$ cat src/rtl/spi_pkg.sv
// Shared definitions for the SPI responder slice.
//   SPI_BYTE_W   - bits per SPI byte
//   DEFAULT_FILL - byte sent when the transmit side has nothing queued
//   spi_state_e  - responder frame state (IDLE / ACTIVE)
//   tx_pick_t    - result of choosing the next byte to shift out
//   tx_consume() - the byte-selection rule used at frame start and byte boundaries
package spi_pkg;

    localparam int unsigned SPI_BYTE_W = 8;
    localparam int unsigned BIT_CNT_W  = $clog2(SPI_BYTE_W);
    localparam logic [SPI_BYTE_W-1:0] DEFAULT_FILL = 8'hFF;

    typedef enum logic [0:0] {
        IDLE   = 1'b0,
        ACTIVE = 1'b1
    } spi_state_e;

    typedef struct packed {
        logic [SPI_BYTE_W-1:0] data;
        logic                  underrun;
    } tx_pick_t;

    // Priority: a queued holding byte, then a byte being written this very cycle
    // (bypass), otherwise the fill byte with an underrun flag.
    function automatic tx_pick_t tx_consume(
        input logic                  hold_full,
        input logic [SPI_BYTE_W-1:0] hold,
        input logic                  load,
        input logic [SPI_BYTE_W-1:0] load_data,
        input logic [SPI_BYTE_W-1:0] fill
    );
        tx_pick_t pick;
        if (hold_full) begin
            pick.data     = hold;
            pick.underrun = 1'b0;
        end else if (load) begin
            pick.data     = load_data;
            pick.underrun = 1'b0;
        end else begin
            pick.data     = fill;
            pick.underrun = 1'b1;
        end
        return pick;
    endfunction

endpackage

$ cat src/rtl/sync_edge.sv
// Multi-flop synchroniser for an asynchronous input with registered-copy edge detection.
//   clk      - system clock
//   reset_in - asynchronous active-low reset
//   d        - asynchronous input
//   rise     - high for one clk cycle after the synchronised input goes 0->1
//   fall     - high for one clk cycle after the synchronised input goes 1->0
// SYNC_STAGES must be at least 2. RESET_VAL is the value the chain (and the edge
// reference copy) holds during reset, so no edge is reported if the input already
// sits at that level when reset is released.
module sync_edge
    import spi_pkg::*;
#(
    parameter int unsigned SYNC_STAGES = 2,
    parameter logic        RESET_VAL   = 1'b0
) (
    input  logic clk,
    input  logic reset_in,
    input  logic d,
    output logic rise,
    output logic fall
);

    logic [SYNC_STAGES-1:0] sync_q;
    logic                   prev_q;
    logic                   synced;

    assign synced = sync_q[SYNC_STAGES-1];

    always_ff @(posedge clk or negedge reset_in) begin
        if (!reset_in) begin
            sync_q <= {SYNC_STAGES{RESET_VAL}};
            prev_q <= RESET_VAL;
        end else begin
            sync_q <= {sync_q[SYNC_STAGES-2:0], d};
            prev_q <= synced;
        end
    end

    assign rise = synced & ~prev_q;
    assign fall = ~synced & prev_q;

endmodule

$ cat src/rtl/spi_responder.sv
// SPI mode-0 target, byte oriented, run entirely from the system clock.
//   clk, reset_in        - system clock, asynchronous active-low reset
//   spi_clk/cs/mosi      - SPI pins from the master (oversampled)
//   spi_miso, _oe        - target data out (MSB first) and its tri-state enable
//   rx_data, rx_valid    - last complete received byte and its one-cycle strobe
//   tx_data, tx_load     - byte write into the one-deep holding register
//   tx_ready             - holding register empty
//   tx_underrun          - strobe when the fill byte had to be sent
//   frame_start/_end     - strobes on synchronised CS fall / rise
//   frame_partial        - with frame_end: the frame stopped mid-byte
module spi_responder
    import spi_pkg::*;
#(
    parameter int unsigned           SYNC_STAGES = 2,
    parameter logic [SPI_BYTE_W-1:0] FILL_BYTE   = DEFAULT_FILL
) (
    input  logic                  clk,
    input  logic                  reset_in,
    input  logic                  spi_clk,
    input  logic                  spi_cs,
    input  logic                  spi_mosi,
    output logic                  spi_miso,
    output logic                  spi_miso_oe,
    output logic [SPI_BYTE_W-1:0] rx_data,
    output logic                  rx_valid,
    input  logic [SPI_BYTE_W-1:0] tx_data,
    input  logic                  tx_load,
    output logic                  tx_ready,
    output logic                  tx_underrun,
    output logic                  frame_start,
    output logic                  frame_end,
    output logic                  frame_partial
);

    // ------------------------------------------------------------------
    // Input synchronisation
    // ------------------------------------------------------------------
    logic sclk_rise, sclk_fall;
    logic cs_rise, cs_fall;
    logic [SYNC_STAGES-1:0] mosi_sync_q;
    logic mosi_s;

    sync_edge #(
        .SYNC_STAGES(SYNC_STAGES),
        .RESET_VAL  (1'b0)
    ) u_sync_sclk (
        .clk     (clk),
        .reset_in(reset_in),
        .d       (spi_clk),
        .rise    (sclk_rise),
        .fall    (sclk_fall)
    );

    // CS resets low: a CS already low at reset release produces no fall, so no
    // frame starts until the master deselects and reselects. The rise seen when
    // CS is high at release lands in IDLE and is ignored.
    sync_edge #(
        .SYNC_STAGES(SYNC_STAGES),
        .RESET_VAL  (1'b0)
    ) u_sync_cs (
        .clk     (clk),
        .reset_in(reset_in),
        .d       (spi_cs),
        .rise    (cs_rise),
        .fall    (cs_fall)
    );

    // Same depth as the SCLK chain so MOSI is sampled in step with SCLK.
    always_ff @(posedge clk or negedge reset_in) begin
        if (!reset_in) begin
            mosi_sync_q <= '0;
        end else begin
            mosi_sync_q <= {mosi_sync_q[SYNC_STAGES-2:0], spi_mosi};
        end
    end

    assign mosi_s = mosi_sync_q[SYNC_STAGES-1];

    // ------------------------------------------------------------------
    // State
    // ------------------------------------------------------------------
    spi_state_e              state_q, state_d;
    logic [BIT_CNT_W-1:0]    bit_cnt_q, bit_cnt_d;
    logic [SPI_BYTE_W-2:0]   rx_shift_q, rx_shift_d;
    logic [SPI_BYTE_W-1:0]   rx_data_q, rx_data_d;
    logic                    rx_valid_q, rx_valid_d;
    logic [SPI_BYTE_W-1:0]   shift_out_q, shift_out_d;
    logic [SPI_BYTE_W-1:0]   hold_q, hold_d;
    logic                    hold_full_q, hold_full_d;
    logic                    tx_underrun_q, tx_underrun_d;
    logic                    frame_start_q, frame_start_d;
    logic                    frame_end_q, frame_end_d;
    logic                    frame_partial_q, frame_partial_d;

    logic                    consume;
    tx_pick_t                pick;

    assign pick = tx_consume(hold_full_q, hold_q, tx_load, tx_data, FILL_BYTE);

    always_comb begin
        state_d         = state_q;
        bit_cnt_d       = bit_cnt_q;
        rx_shift_d      = rx_shift_q;
        rx_data_d       = rx_data_q;
        rx_valid_d      = 1'b0;
        shift_out_d     = shift_out_q;
        hold_d          = hold_q;
        hold_full_d     = hold_full_q;
        tx_underrun_d   = 1'b0;
        frame_start_d   = 1'b0;
        frame_end_d     = 1'b0;
        frame_partial_d = 1'b0;
        consume         = 1'b0;

        unique case (state_q)
            IDLE: begin
                // SCLK edges are ignored here.
                if (cs_fall) begin
                    state_d       = ACTIVE;
                    frame_start_d = 1'b1;
                    bit_cnt_d     = '0;
                    consume       = 1'b1;
                end
            end
            ACTIVE: begin
                if (cs_rise) begin
                    // Deselect wins over any SCLK edge in the same cycle; partial
                    // rx bits are dropped.
                    state_d         = IDLE;
                    frame_end_d     = 1'b1;
                    frame_partial_d = (bit_cnt_q != '0);
                    bit_cnt_d       = '0;
                end else begin
                    if (sclk_rise) begin
                        rx_shift_d = {rx_shift_q[SPI_BYTE_W-3:0], mosi_s};
                        bit_cnt_d  = bit_cnt_q + 1'b1;
                        if (bit_cnt_q == BIT_CNT_W'(SPI_BYTE_W - 1)) begin
                            rx_data_d  = {rx_shift_q, mosi_s};
                            rx_valid_d = 1'b1;
                        end
                    end
                    if (sclk_fall) begin
                        // A fall at count 0 follows the 8th rise: next byte's MSB.
                        if (bit_cnt_q == '0) begin
                            consume = 1'b1;
                        end else begin
                            shift_out_d = {shift_out_q[SPI_BYTE_W-2:0], 1'b1};
                        end
                    end
                end
            end
            default: state_d = IDLE;
        endcase

        if (consume) begin
            shift_out_d   = pick.data;
            tx_underrun_d = pick.underrun;
        end

        // Holding register: emptied when consumed; a write while empty is stored
        // unless it was consumed directly as a bypass in the same cycle. A write
        // while full is dropped.
        if (consume && hold_full_q) begin
            hold_full_d = 1'b0;
        end else if (tx_load && !hold_full_q && !consume) begin
            hold_d      = tx_data;
            hold_full_d = 1'b1;
        end
    end

    always_ff @(posedge clk or negedge reset_in) begin
        if (!reset_in) begin
            state_q         <= IDLE;
            bit_cnt_q       <= '0;
            rx_shift_q      <= '0;
            rx_data_q       <= '0;
            rx_valid_q      <= 1'b0;
            shift_out_q     <= FILL_BYTE;
            hold_q          <= FILL_BYTE;
            hold_full_q     <= 1'b0;
            tx_underrun_q   <= 1'b0;
            frame_start_q   <= 1'b0;
            frame_end_q     <= 1'b0;
            frame_partial_q <= 1'b0;
        end else begin
            state_q         <= state_d;
            bit_cnt_q       <= bit_cnt_d;
            rx_shift_q      <= rx_shift_d;
            rx_data_q       <= rx_data_d;
            rx_valid_q      <= rx_valid_d;
            shift_out_q     <= shift_out_d;
            hold_q          <= hold_d;
            hold_full_q     <= hold_full_d;
            tx_underrun_q   <= tx_underrun_d;
            frame_start_q   <= frame_start_d;
            frame_end_q     <= frame_end_d;
            frame_partial_q <= frame_partial_d;
        end
    end

    // ------------------------------------------------------------------
    // Outputs
    // ------------------------------------------------------------------
    assign spi_miso_oe   = (state_q == ACTIVE);
    assign spi_miso      = (state_q == ACTIVE) ? shift_out_q[SPI_BYTE_W-1] : 1'b1;
    assign rx_data       = rx_data_q;
    assign rx_valid      = rx_valid_q;
    assign tx_ready      = ~hold_full_q;
    assign tx_underrun   = tx_underrun_q;
    assign frame_start   = frame_start_q;
    assign frame_end     = frame_end_q;
    assign frame_partial = frame_partial_q;

endmodule

$ cat config.mk
export PLATFORM = sky130hd
export DESIGN_NAME = spi_responder
export DESIGN_NICKNAME = d
export VERILOG_FILES = /design/src/rtl/spi_pkg.sv /design/src/rtl/sync_edge.sv /design/src/rtl/spi_responder.sv
export SDC_FILE = /design/constraint.sdc
export NUM_CORES = 1
export LEC_CHECK = 0
export ABC_AREA = 1
export BUFFER_PORTS_ARGS = -buffer_cell sky130_fd_sc_hd__clkbuf_2
export CAP_MARGIN = 0
export CORE_ASPECT_RATIO = 1.1
export CORE_UTILIZATION = 50
export CTS_CLUSTER_SIZE = 8
export DETAILED_ROUTE_END_ITERATION = 6
export GPL_TIMING_DRIVEN = 0
export PLACE_DENSITY = 0.67
export REMOVE_ABC_BUFFERS = 1
export SLEW_MARGIN = 20
export SYNTH_ARGS = -nofsm -noshare
export SYNTH_HDL_FRONTEND = slang
export SYNTH_SLANG_ARGS = --single-unit
$ cat constraint.sdc
create_clock -name clk -period 2.2 [get_ports clk]
set_input_delay 0.11 -clock clk [delete_from_list [all_inputs] [get_ports clk]]
set_output_delay 0.11 -clock clk [all_outputs]
set_load 0.01 [all_outputs]
==> impl_metrics.yaml <==
power_and_ir_drop:
  powerDensity_mw_per_mm2: 991
  p_leak_uw: 0.00136
  ir_drop_mv: 0.541
sta:
  slew_headroom_pct: 57.2
  rsz0062_at_grt: "no"
  period_minus_slack_ns: 1.74
  setup_slack_ns: 0.464
  fmax_ghz: 0.576
  fin_skew_ns: 0.00778
  setup_viol: 0
  finalCritPeriodShare_pct: 78.9
  report.final.hold_viol_count: 0
  slew_violations: 0
  worst_slew_pin_slew_ns: 0.643
  fin_tns_setup_ns: 0
setup_path:
  r2r_start: "u_sync_cs.prev_q"
  rrSetupSlack_ns: 0.46
  r2r-end: "hold_q[3]"
  start_kind: "register"
  cp-end-kind: "register"
  worstSetupPathType: "reg2reg"
  crit_fanout: 16
  reg2reg_depth: 8
  crit_arrival_ns: 1.97
  required_ns: 2.43
detailed_routing:
  first_pass_iters: 4
  wl_um: 3710
  viasPerCell: 4.68
  drt_iter0_markers: 96
  ant_nets: 0
  wire_per_inst_um: 11.2
  vias: 1548
  drc: 0
run:
  drv_cap: 0
die:
  coreArea_mm2: 0.00408
  rows: 24
  num_io_pins: 30
  start_util_pct: 53.5
  die_height_um: 71.3
  die_area_mm2: 0.00464
  die_x_um: 65.0
yosys:
  ys.flop_type: "dfrtp_1"
  ys_seq_area_share_pct: 57.1
  ys_warn_count: 0
  syn_avg_cell_area_um2: 9.02
  synth.top_cell.area_share_pct: 37.8
  yosys.cell_count.top_type: "nand2_1"
  ys_async_sr_fraction_pct: 100
  synth_edf_count: 0
  synth_top_area_cell: "dfrtp_1"
  synthTopCellsByCount: "nand2_1, dfrtp_1, inv_1"
  synth.distinct_cells: 26
  ys_seq_elements: 49
  netlist_top_cells_area: "dfrtp_1, dfstp_2, nand2_1"
  synth_area_mm2: 0.00218
  synthesis.instances: 242
hold_path:
  hold_depth: 3
  min_from: "tx_data[1]"
  hold_class: "in2reg"
  hold_path_end: "hold_q[1]"
finish:
  final_cells: 331
  final_util_pct: 61.1
  antenna_cells: 0
  multi_input_area_um2: 811
  fill_cells: 376
  stdcell_area_mm2: 0.00249
  final_nets: 295
  drive_above_1_share_pct: 28.7
  area_growth_pct: 14.3
  seqCellArea_mm2: 0.00125
clock_network:
  cts.sinks: 49
  cts_root_buffer: "clkbuf_8"
  clk_latency_ns: 0.30
  numCtsBuffers: 5
  htree_levels: 2
  cts_hold_buf: 4
  cts_tree: "built"
  cts_max_path_buffers: 2
  post_cts_buffers: 0
  clkTransAtPathRegs_ns: 0.08
  ctsResizeCount: 0
global_routing:
  gr-usage-all-layers_pct: 18.8
  overflow: 0
  antenna_found_initial: 0
  grt_pass1_wl_um: 6610
  grt_max_degree: 50
  grt_pass1_vias: 1486
placed_design:
  dp_cells: 319
  hpwlAfterDp_um: 2530
  place_ws_ns: 0.469
  dpl_cell_area_mm2: 0.00236
  routabilityCongestion: 0.794
  port_buffers: 29
run_status:
  status: "finished, final reports clean"
[through the flow]
step                hold WS [ns]  power [uW]
floorplan                 -0.186        1780
global placement           0.218        1930
detailed placement         0.208        1940
CTS                      0.00518        2510
global route              0.0368        2670
finish                    0.0187        2470
[area by class of cell]
type                            instances  area share (%)
Multi-Input combinational cell        166            32.5
Clock buffer                            6            3.31
Timing Repair Buffer                   33            7.52
Tap cell                               52            2.61
Sequential cell                        49            50.0
Inverter                               23            3.56
Clock inverter                          2           0.552
[power breakdown]
group	total (uW)	leakage (uW)	switching, uW	internal (uW)
Combinational	597	0.000717	365	232
Clock	542	0.0000512	287	255
Sequential	1330	0.000595	132	1200
Total	2470	0.00136	784	1690
[cells in the final DEF, fill, tap and decap left out, types with 2 or more instances in the layout]
| cell | count |
|---|---|
| nor2_1 | 7 |
| nor2_4 | 2 |
| inv_2 | 3 |
| nor3_1 | 2 |
| dlygate4sd3_1 | 4 |
| nand2_1 | 102 |
| inv_1 | 18 |
| nand2_2 | 4 |
| o21ai_1 | 2 |
| nand2_4 | 4 |
| clkbuf_8 | 6 |
| dfrtp_1 | 33 |
| o21ai_2 | 9 |
| ha_1 | 3 |
| o21ai_0 | 10 |
| dfstp_2 | 16 |
| nand3_1 | 12 |
| a21oi_1 | 4 |
| clkbuf_2 | 28 |
[metal layers]
metal | GRT usage, % | vias to the layer above | share of wire [%]
met5 | 0 | - | 0
li1 | - | 831 | -
met3 | 4.78 | 4 | 3.2
met2 | 28.2 | 26 | 43
met1 | 25.8 | 687 | 52
met4 | 8.15 | 0 | 1.8
[sequential cells by signal, summed over array words and instances (netlist names)]
signal / cells
u_sync_cs.sync_q: 2
frame_partial: 1
hold_full_q: 1
rx_data: 8
tx_underrun: 1
shift_out_q: 8
u_sync_sclk.prev_q: 1
bit_cnt_q: 3
spi_miso_oe: 1
hold_q: 8
u_sync_cs.prev_q: 1
frame_start: 1
u_sync_sclk.sync_q: 2
mosi_sync_q: 2
rx_valid: 1
frame_end: 1
rx_shift_q: 7
[worst max-delay path by stage]
stage	startpoint	endpoint	cells past startpoint	slack (ns)
2_1_floorplan	u_sync_cs.prev_q	hold_q[0]	8	0.73
3_3_place_gp	u_sync_cs.prev_q	hold_q[7]	8	0.47
3_5_place_dp	u_sync_cs.prev_q	hold_q[1]	8	0.47
4_1_cts	u_sync_cs.prev_q	hold_q[1]	8	0.45
5_1_grt	u_sync_cs.prev_q	hold_q[7]	8	0.28
6_report	u_sync_cs.prev_q	hold_q[3]	8	0.46
[critical path: stages, from the launching register on]
cell	delay, ns
dfrtp_1	0.40
inv_2	0.07
nand2_2	0.07
nand2_1	0.43
nand2_4	0.18
nand2_4	0.19
nand2_4	0.16
nand2_1	0.11
o21ai_2	0.05
[logic make-up after synthesis]
logic type | Yosys count | share of synthesized area, %
flip-flops | 49 | 57.1
AO/OA/AOI/OAI | 27 | 8.20
buffers and inverters | 27 | 5.79
AND/OR/NAND/NOR | 136 | 27.2
adder cells (fa/ha/maj) | 3 | 1.72
(Power assumes the default switching activity.)
